## config.mk

```make
export PLATFORM = sky130hd
export DESIGN_NAME = freq_meter
export DESIGN_NICKNAME = d
export VERILOG_FILES = /design/src/rtl/freq_meter_pkg.sv /design/src/rtl/freq_meter_sig_sync_edge.sv /design/src/rtl/freq_meter.sv
export SDC_FILE = /design/constraint.sdc
export NUM_CORES = 1
export LEC_CHECK = 0
export CORE_ASPECT_RATIO = 0.9
export CORE_MARGIN = 1.5
export CORE_UTILIZATION = 45
export CTS_CLUSTER_SIZE = 28
export DETAILED_ROUTE_END_ITERATION = 8
export PLACE_DENSITY = 0.64
export SYNTH_ARGS = -nofsm -noshare
export SYNTH_HDL_FRONTEND = slang
export SYNTH_HIERARCHICAL = 1
export SYNTH_SLANG_ARGS = --single-unit
export TNS_END_PERCENT = 5
```

## constraint.sdc

```tcl
create_clock -name clk50M -period 6.1 [get_ports clk50M]
set_input_delay 1.525 -clock clk50M [delete_from_list [all_inputs] [get_ports clk50M]]
set_output_delay 1.525 -clock clk50M [all_outputs]
set_load 0.05 [all_outputs]
```

## src/rtl/freq_meter_pkg.sv

```systemverilog
// Shared types and board constants for the gated frequency meter.
// FREQ_METER_AUTO_RESTART_EN (in freq_meter.sv) selects continuous measurement.
package freq_meter_pkg;

    typedef enum logic [1:0] {
        IDLE  = 2'd0,
        GATE  = 2'd1,
        LATCH = 2'd2
    } fm_state_e;

    // Board clock, shared with the clock-divider path.
    localparam int unsigned BOARD_CLK_HZ = 50_000_000;

    localparam int unsigned DEF_GATE_CYCLES = BOARD_CLK_HZ;
    localparam int unsigned DEF_CNT_W       = 26;
    localparam int unsigned DEF_SYNC_STAGES = 2;

endpackage

```

## src/rtl/freq_meter_sig_sync_edge.sv

```systemverilog
// Multi-flop synchronizer for an asynchronous input followed by a rising-edge detector.
// A clean input edge sampled on clock edge b shows up as rise during the cycle after edge b+SYNC_STAGES-1.
module sig_sync_edge
    import freq_meter_pkg::*;
#(
    parameter int unsigned SYNC_STAGES = DEF_SYNC_STAGES
) (
    input  logic clk50M,
    input  logic Reset,
    input  logic async_in,
    output logic rise
);

    logic [SYNC_STAGES-1:0] sync_q;
    logic                   dly_q;

    always_ff @(posedge clk50M or posedge Reset) begin
        if (Reset) begin
            sync_q <= '0;
            dly_q  <= 1'b0;
        end else begin
            sync_q <= {sync_q[SYNC_STAGES-2:0], async_in};
            dly_q  <= sync_q[SYNC_STAGES-1];
        end
    end

    assign rise = sync_q[SYNC_STAGES-1] & ~dly_q;

endmodule

```

## src/rtl/freq_meter.sv

```systemverilog
// Gated frequency counter: counts sig_in rising edges over GATE_CYCLES clk50M cycles.
// Define FREQ_METER_AUTO_RESTART_EN for continuous back-to-back windows after the first start.
module freq_meter
    import freq_meter_pkg::*;
#(
    parameter int unsigned GATE_CYCLES = DEF_GATE_CYCLES,
    parameter int unsigned CNT_W       = DEF_CNT_W,
    parameter int unsigned SYNC_STAGES = DEF_SYNC_STAGES
) (
    input  logic             clk50M,
    input  logic             Reset,
    input  logic             sig_in,
    input  logic             start,
    output logic             busy,
    output logic             done,
    output logic [CNT_W-1:0] freq_count,
    output logic             overflow
);

    localparam int unsigned         GATE_W    = $clog2(GATE_CYCLES);
    localparam logic [GATE_W-1:0]   GATE_LAST = GATE_W'(GATE_CYCLES - 1);
    localparam logic [CNT_W-1:0]    CNT_MAX   = '1;

    fm_state_e         state_q, state_d;
    logic [GATE_W-1:0] gate_cnt_q, gate_cnt_d;
    logic [CNT_W-1:0]  edge_cnt_q, edge_cnt_d;
    logic              ovf_q, ovf_d;
    logic [CNT_W-1:0]  freq_count_q, freq_count_d;
    logic              overflow_q, overflow_d;
    logic              done_q, done_d;
    logic              rise;

    sig_sync_edge #(
        .SYNC_STAGES (SYNC_STAGES)
    ) u_sync (
        .clk50M   (clk50M),
        .Reset    (Reset),
        .async_in (sig_in),
        .rise     (rise)
    );

    always_ff @(posedge clk50M or posedge Reset) begin
        if (Reset) begin
            state_q      <= IDLE;
            gate_cnt_q   <= '0;
            edge_cnt_q   <= '0;
            ovf_q        <= 1'b0;
            freq_count_q <= '0;
            overflow_q   <= 1'b0;
            done_q       <= 1'b0;
        end else begin
            state_q      <= state_d;
            gate_cnt_q   <= gate_cnt_d;
            edge_cnt_q   <= edge_cnt_d;
            ovf_q        <= ovf_d;
            freq_count_q <= freq_count_d;
            overflow_q   <= overflow_d;
            done_q       <= done_d;
        end
    end

    always_comb begin
        state_d      = state_q;
        gate_cnt_d   = gate_cnt_q;
        edge_cnt_d   = edge_cnt_q;
        ovf_d        = ovf_q;
        freq_count_d = freq_count_q;
        overflow_d   = overflow_q;
        done_d       = 1'b0;

        case (state_q)
            IDLE: begin
                if (start) begin
                    state_d    = GATE;
                    gate_cnt_d = '0;
                    edge_cnt_d = '0;
                    ovf_d      = 1'b0;
                end
            end

            GATE: begin
                gate_cnt_d = gate_cnt_q + 1'b1;
                // A full counter holds its value; the lost edge is what overflow reports.
                if (rise) begin
                    if (edge_cnt_q == CNT_MAX) begin
                        ovf_d = 1'b1;
                    end else begin
                        edge_cnt_d = edge_cnt_q + 1'b1;
                    end
                end
                // Result registers load on entry to LATCH so they are already valid while done is high.
                if (gate_cnt_q == GATE_LAST) begin
                    state_d      = LATCH;
                    freq_count_d = edge_cnt_d;
                    overflow_d   = ovf_d;
                    done_d       = 1'b1;
                end
            end

            LATCH: begin
`ifdef FREQ_METER_AUTO_RESTART_EN
                state_d    = GATE;
                gate_cnt_d = '0;
                edge_cnt_d = '0;
                ovf_d      = 1'b0;
`else
                state_d    = IDLE;
`endif
            end

            default: begin
                state_d = IDLE;
            end
        endcase
    end

    assign busy       = (state_q == GATE);
    assign done       = done_q;
    assign freq_count = freq_count_q;
    assign overflow   = overflow_q;

endmodule

```

==> results.py, run 1 <==
metrics = {
    "synth": {
        "async_flop_share_pct": 100.0,
        "ys_seq_elements": 86,
        "yosysWarnings": 6,
        "synthXorXnorAreaFrac_pct": 2.450,
        "syn_inst": 493,
        "synthSimpleGateAreaFrac_pct": 25.88,
        "yosysTopAreaCell": "dfrtp_1",
        "yosys_most_used_dff": "dfrtp_1",
        "synth_top_family_by_area": "simple AND/OR/NAND/NOR gates",
        "ys_types": 61,
        "ys_seq_area_share_pct": 46.31,
        "syn-mean-instance-area_um2": 9.426,
        "synth_fa_ha_area_share_pct": 0.5385,
        "syn_nets": 499,
        "netlist_area_mm2": 0.004647,
        "synth_edf_count": 0,
        "synth_top_area_share_pct": 46.31,
        "synth_compound_area_share_pct": 16.83,
        "ys_top_cells_by_area": "dfrtp_1, nand2_1, nand3_1",
        "synthMuxAreaShare_pct": 4.362,
    },
    "global_route": {
        "globalRouteOverflowTotal": 0,
        "grt_usage_pct": 21.98,
        "grt_pass1_wl_um": 18470,
        "antenna_found_initial": 0,
        "grt_pass1_vias": 3659,
        "gr-usage-met1_pct": 30.83,
        "grt_use_met3_pct": 5.177,
        "grt_most_used_layer": "met2",
        "met2_usage_pct": 33.68,
        "grt_max_degree": 58,
    },
    "place": {
        "dp_hpwl_um": 7324,
        "place_inst": 629,
        "post_dp_cell_area_mm2": 0.005049,
        "place_congestion": 0.8830,
        "port_buffers": 32,
    },
    "power": {
        "p_leak_nw": 2.278,
        "power.density_mw_per_mm2": 244.1,
        "ir_worst_vdd_mv": 0.1562,
    },
    "timing": {
        "setup_violations": 0,
        "slew_headroom_pct": 24.65,
        "skew_ns": 0.005476,
        "rsz0062_at_grt": "no",
        "finalCritPeriodShare_pct": 65.49,
        "max_freq_ghz": 0.2503,
        "finalSetupTns_ns": 0,
        "maxSlewViolCount": 0,
        "final_hold_viol_count": 0,
        "tightest_slew_ns": 1.130,
        "min_period_ns": 3.995,
    },
    "detailed_routing": {
        "drt_first_pass_iters": 4,
        "drt-initial-drc-count": 233,
        "wl_per_cell_um": 16.69,
        "post-route-drc-count": 0,
        "dr_total_vias": 3780,
        "via_per_inst": 5.888,
        "postRouteAntennaNets": 0,
        "wl_um": 10720,
    },
    "clocking": {
        "clockBufferDepth": 2,
        "clock_sinks": 86,
        "cts_setup_buffers": 0,
        "root_buffer": "clkbuf_16",
        "cts_tree": "built",
        "cts_resized": 0,
        "cts_made_buffers": 9,
        "htreeDepth": 3,
        "clk_pin_slew_ns": 0.06,
        "cts_hold_buf": 0,
        "clock_latency_ns": 0.34,
    },
    "min_path": {
        "hold_path.class": "flip-flop to flip-flop",
        "worstHoldStart": "u_sync/sync_q[0]$_DFF_PP0_",
        "hold_end": "u_sync/sync_q[1]$_DFF_PP0_",
        "min_path_cells": 0,
    },
    "setup_path": {
        "crit_path_start_kind": "flip-flop",
        "worstSetupPathType": "flip-flop to output pin",
        "worstReg2RegEnd": "freq_count[15]$_DFFE_PP0P_",
        "timing.rr.start": "state_q[1]$_DFFE_PP0P_",
        "crit_path_max_fanout": 21,
        "cp.arrival_ns": 2.47,
        "endpoint_kind": "output pin",
        "r2r_cells": 7,
        "cp_data_required_time_ns": 4.58,
        "reg2reg_slack_ns": 2.75,
    },
    "floorplanning": {
        "core_mm2": 0.009869,
        "die_y_um": 99.41,
        "die_width_um": 110.1,
        "core.rowCount": 34,
        "pin_count": 33,
        "design.die.area_mm2": 0.01095,
        "start_util_pct": 47.08,
    },
    "job": {
        "maxCapViolCount": 0,
    },
    "cells_and_area": {
        "final_cell_mix": "dfrtp_1, nand2_1, nand3_1",
        "layout-drive-gt1-share_pct": 8.527,
        "finalInstanceArea_mm2": 0.005326,
        "syn2layout_area_growth_pct": 14.62,
        "fin_util_pct": 53.97,
        "layout_commonest_cell": "dfrtp_1",
        "final_nets": 520,
        "post_layout_nonfiller_instances": 642,
        "antennaDiodeCount": 0,
    },
    "outcome": {
        "outcome": "finished, final reports clean",
    },
}
[worst max-delay path by stage]
| stage | startpoint | to | slack (ns) |
|---|---|---|---|
| final | state_q[1]$_DFFE_PP0P_ | busy | 2.10 |
| after detailed placement | start | edge_cnt_q[0]$_DFFE_PP0P_ | 2.08 |
| after global placement | start | edge_cnt_q[0]$_DFFE_PP0P_ | 2.17 |
| after floorplan | Reset | done$_DFF_PP0_ | 2.44 |
| after global routing | state_q[1]$_DFFE_PP0P_ | busy | 1.94 |
| after CTS | state_q[1]$_DFFE_PP0P_ | busy | 2.10 |
[through the flow]
step                power (mW)  setup slack, ns  hold WS, ns
CTS                      1.309            2.102       0.3491
floorplan               0.7467            2.438       0.3312
finish                   1.300            2.105       0.3457
global route             1.354            1.935       0.3490
global placement        0.7709            2.171       0.3365
detailed placement      0.7777            2.078       0.3426
[final cells by class]
cell class | count | area [µm²]
well taps | 126 | 157.7
inverters | 13 | 50.05
clock buffers | 11 | 242.7
clock inverters | 2 | 35.03
flip-flops and latches | 86 | 2152
multi-input cells | 367 | 2331
fillers | 896 | 4543
repair buffers | 37 | 357.8
[kinds of logic after synthesis]
logic type,count (synthesis)
buffers and inverters,40
muxes,20
and+or+nand+nor,220
DFF,86
xor gates and xnor gates,13
AOI/OAI and AO/OA,112
adders and majority gates,2
[sequential cells by signal, indices dropped and copies added, names as in the netlist]
signal and cells:
done 1, edge_cnt_q 26, freq_count 26, gate_cnt_q 26
overflow 1, ovf_q 1, state_q 2, u_sync/dly_q 1
u_sync/sync_q 2
[cell usage after synthesis, types with 2 or more instances]
library cell	number
nor4_1	6
nor3_2	2
buf_4	2
nor2b_1	2
a21oi_1	13
dfrtp_1	86
inv_1	12
o21ai_2	3
and4_1	5
and3_1	8
nand4_1	13
nand2b_1	4
clkbuf_1	16
nand2_1	78
a21o_1	2
nor4_4	2
a22o_1	4
or4_4	2
mux2_2	2
and2_1	3
or4_1	12
ha_1	2
or3_1	7
o31a_1	2
a31oi_1	15
a32o_1	2
nor2_1	22
xnor2_1	13
o211ai_1	11
mux2i_1	18
nor4b_1	2
a2bb2oi_1	2
nand3_1	37
nand3_2	3
o21bai_1	2
buf_2	8
o21ai_0	34
o21ai_1	7
nor3_1	7
[worst max-delay path: stages, from the launching register on]
cell             delay (ns)
dfrtp_1                0.33
nand2b_1               0.57
buf_4                  0.37
clkinv_1               0.12
clkdlybuf4s50_1        0.71
[power breakdown]
part | switching (mW) | internal [mW] | total, mW
Clock | 0.209 | 0.321 | 0.530
Sequential | 0.0538 | 0.596 | 0.650
Combinational | 0.0749 | 0.0456 | 0.121
Total | 0.338 | 0.962 | 1.30
[per-layer routing]
| metal | part of all wire (%) | vias up |
|---|---|---|
| met5 | 0 | - |
| met4 | 1.2 | 0 |
| met3 | 3.6 | 10 |
| met2 | 45 | 63 |
| met1 | 51 | 1856 |
| li1 | - | 1851 |
No activity file was read; power rests on OpenSTA's default activity.
==> run 2, diff against run 1 <==
--- a/config.mk
+++ b/config.mk
@@ -10,7 +10,7 @@
 export CORE_UTILIZATION = 45
 export CTS_CLUSTER_SIZE = 28
 export DETAILED_ROUTE_END_ITERATION = 8
-export PLACE_DENSITY = 0.64
+export PLACE_DENSITY = 0.66
 export SYNTH_ARGS = -nofsm -noshare
 export SYNTH_HDL_FRONTEND = slang
 export SYNTH_HIERARCHICAL = 1
==> constraint.sdc (replaced) <==
create_clock -name clk50M -period 3.32 [get_ports clk50M]
set_input_delay 0.83 -clock clk50M [delete_from_list [all_inputs] [get_ports clk50M]]
set_output_delay 0.83 -clock clk50M [all_outputs]
set_load 0.05 [all_outputs]
==> results.py, run 2 (synthesized netlist as in run 1, its figures left out) <==
metrics = {
    "power": {
        "p_leak_nw": 2.336,
        "pwr-share-clk_pct": 44.3,
        "power.density_mw_per_mm2": 469.5,
        "p_switching_mw": 0.6944,
        "intPower_mw": 1.852,
        "pwr-share-comb_pct": 9.0,
        "power.share.sequential_pct": 46.7,
        "ir_worst_vdd_mv": 0.3205,
        "p_sw_share_pct": 27.27,
    },
    "place": {
        "place_congestion": 0.8909,
        "place_inst": 636,
        "port_buffers": 32,
        "dp_hpwl_um": 7542,
        "post_dp_cell_area_mm2": 0.005094,
    },
    "cells_and_area": {
        "syn2layout_area_growth_pct": 16.69,
        "layout-drive-gt1-share_pct": 10.46,
        "finalInstanceArea_mm2": 0.005423,
        "final_nets": 527,
        "final_cell_mix": "dfrtp_1, nand2_1, nand3_1",
        "layout_commonest_cell": "dfrtp_1",
        "antennaDiodeCount": 0,
        "post_layout_nonfiller_instances": 652,
    },
    "setup_path": {
        "r2r_cells": 6,
        "cp_data_required_time_ns": 3.59,
        "worstReg2RegEnd": "edge_cnt_q[9]$_DFFE_PP0P_",
        "reg2reg_slack_ns": 0.78,
        "cp.arrival_ns": 2.81,
        "timing.rr.start": "edge_cnt_q[0]$_DFFE_PP0P_",
        "crit_path_max_fanout": 12,
        "worstSetupPathType": "flip-flop to flip-flop",
        "endpoint_kind": "flip-flop",
        "crit_path_start_kind": "flip-flop",
    },
    "global_route": {
        "grt_pass1_vias": 3750,
        "antenna_found_initial": 0,
        "grt_pass1_wl_um": 19190,
        "grt_max_degree": 38,
        "grt_usage_pct": 22.66,
        "globalRouteOverflowTotal": 0,
    },
    "detailed_routing": {
        "dr_total_vias": 3890,
        "wl_um": 11050,
        "postRouteAntennaNets": 0,
        "post-route-drc-count": 0,
        "drt_first_pass_iters": 5,
        "drt-initial-drc-count": 234,
        "via_per_inst": 5.966,
        "wl_per_cell_um": 16.94,
    },
    "timing": {
        "min_period_ns": 2.537,
        "rsz0062_at_grt": "no",
        "skew_ns": 0.01137,
        "finalSetupTns_ns": 0,
        "tightest_slew_ns": 0.7278,
        "slew_headroom_pct": 51.03,
        "finalCritPeriodShare_pct": 76.40,
        "setup_violations": 0,
        "final_hold_viol_count": 0,
        "finalHoldWorstSlack_ns": 0.3538,
        "maxSlewViolCount": 0,
        "max_freq_ghz": 0.3942,
    },
    "clocking": {
        "clock_latency_ns": 0.35,
        "clockBufferDepth": 2,
        "clock_sinks": 86,
        "cts_made_buffers": 9,
        "cts_resized": 0,
        "cts_setup_buffers": 0,
        "cts_tree": "built",
        "root_buffer": "clkbuf_16",
        "clk_pin_slew_ns": 0.07,
        "cts_hold_buf": 0,
        "htreeDepth": 3,
    },
    "min_path": {
        "worstHoldStart": "u_sync/sync_q[0]$_DFF_PP0_",
        "min_path_cells": 0,
        "hold_end": "u_sync/sync_q[1]$_DFF_PP0_",
        "hold_path.class": "flip-flop to flip-flop",
    },
    "floorplanning": {
        "core_mm2": 0.009869,
        "core.rowCount": 34,
        "design.die.area_mm2": 0.01095,
        "die_width_um": 110.1,
        "die_y_um": 99.41,
        "pin_count": 33,
        "start_util_pct": 47.08,
    },
    "job": {
        "maxCapViolCount": 0,
    },
    "outcome": {
        "outcome": "finished, final reports clean",
    },
}
-- run 2: changes by cell type in the layout (fill, tap and decap cells not counted), sizes merged --
cell / change
clkdlybuf4s50: -1
buf: +8
clkbuf: -2
bufinv: +1
inv: +4
-- run 2: final cells by class --
class	count	area, µm²
well taps	126	157.7
flip-flops and latches	86	2152
multi-input cells	367	2326
fillers	877	4447
clock inverters	7	103.9
repair buffers	44	407.9
clock buffers	9	225.2
inverters	13	50.05
-- run 2: worst max path at each step --
stage | cells after the start | startpoint | end
after global placement | 6 | start | edge_cnt_q[13]$_DFFE_PP0P_
final | 6 | edge_cnt_q[0]$_DFFE_PP0P_ | edge_cnt_q[9]$_DFFE_PP0P_
after floorplan | 1 | Reset | done$_DFF_PP0_
after global routing | 6 | edge_cnt_q[0]$_DFFE_PP0P_ | edge_cnt_q[9]$_DFFE_PP0P_
after detailed placement | 6 | edge_cnt_q[0]$_DFFE_PP0P_ | edge_cnt_q[9]$_DFFE_PP0P_
after CTS | 6 | edge_cnt_q[0]$_DFFE_PP0P_ | edge_cnt_q[9]$_DFFE_PP0P_
-- run 2: power by group through the flow --
| stage | Clock [mW] | Combinational (mW) | Sequential (mW) |
|---|---|---|---|
| after floorplan | 0 | 0.217 | 1.15 |
| after global placement | 0 | 0.219 | 1.20 |
| after detailed placement | 0 | 0.229 | 1.21 |
| after CTS | 1.15 | 0.228 | 1.19 |
| after global routing | 1.19 | 0.255 | 1.20 |
| final | 1.13 | 0.229 | 1.19 |
-- run 2: routing by layer --
layer / GRT usage (%) / up-vias / part of all wire, %
met3: 4.391 / 15 / 4.8
met5: 0 / - / 0
met4: 7.594 / 0 / 1.7
met1: 32.00 / 1899 / 48
met2: 34.97 / 105 / 45
li1: - / 1871 / -
-- run 2: worst max-delay path: stages (launching register included) --
cell	delay, ns
dfrtp_1	0.43
ha_1	0.30
nand4_1	0.19
or4_1	0.75
o211ai_2	0.48
o21ai_0	0.16
a2bb2oi_1	0.15
-- run 2: stage by stage --
step	worst slack [ns]	utilization [%]	total power, mW
final	0.7834	54.94	2.546
after floorplan	0.3532	-	1.372
after global placement	0.8885	51.61	1.421
after CTS	0.7938	54.94	2.563
after detailed placement	0.8110	51.61	1.435
after global routing	0.6207	54.94	2.648
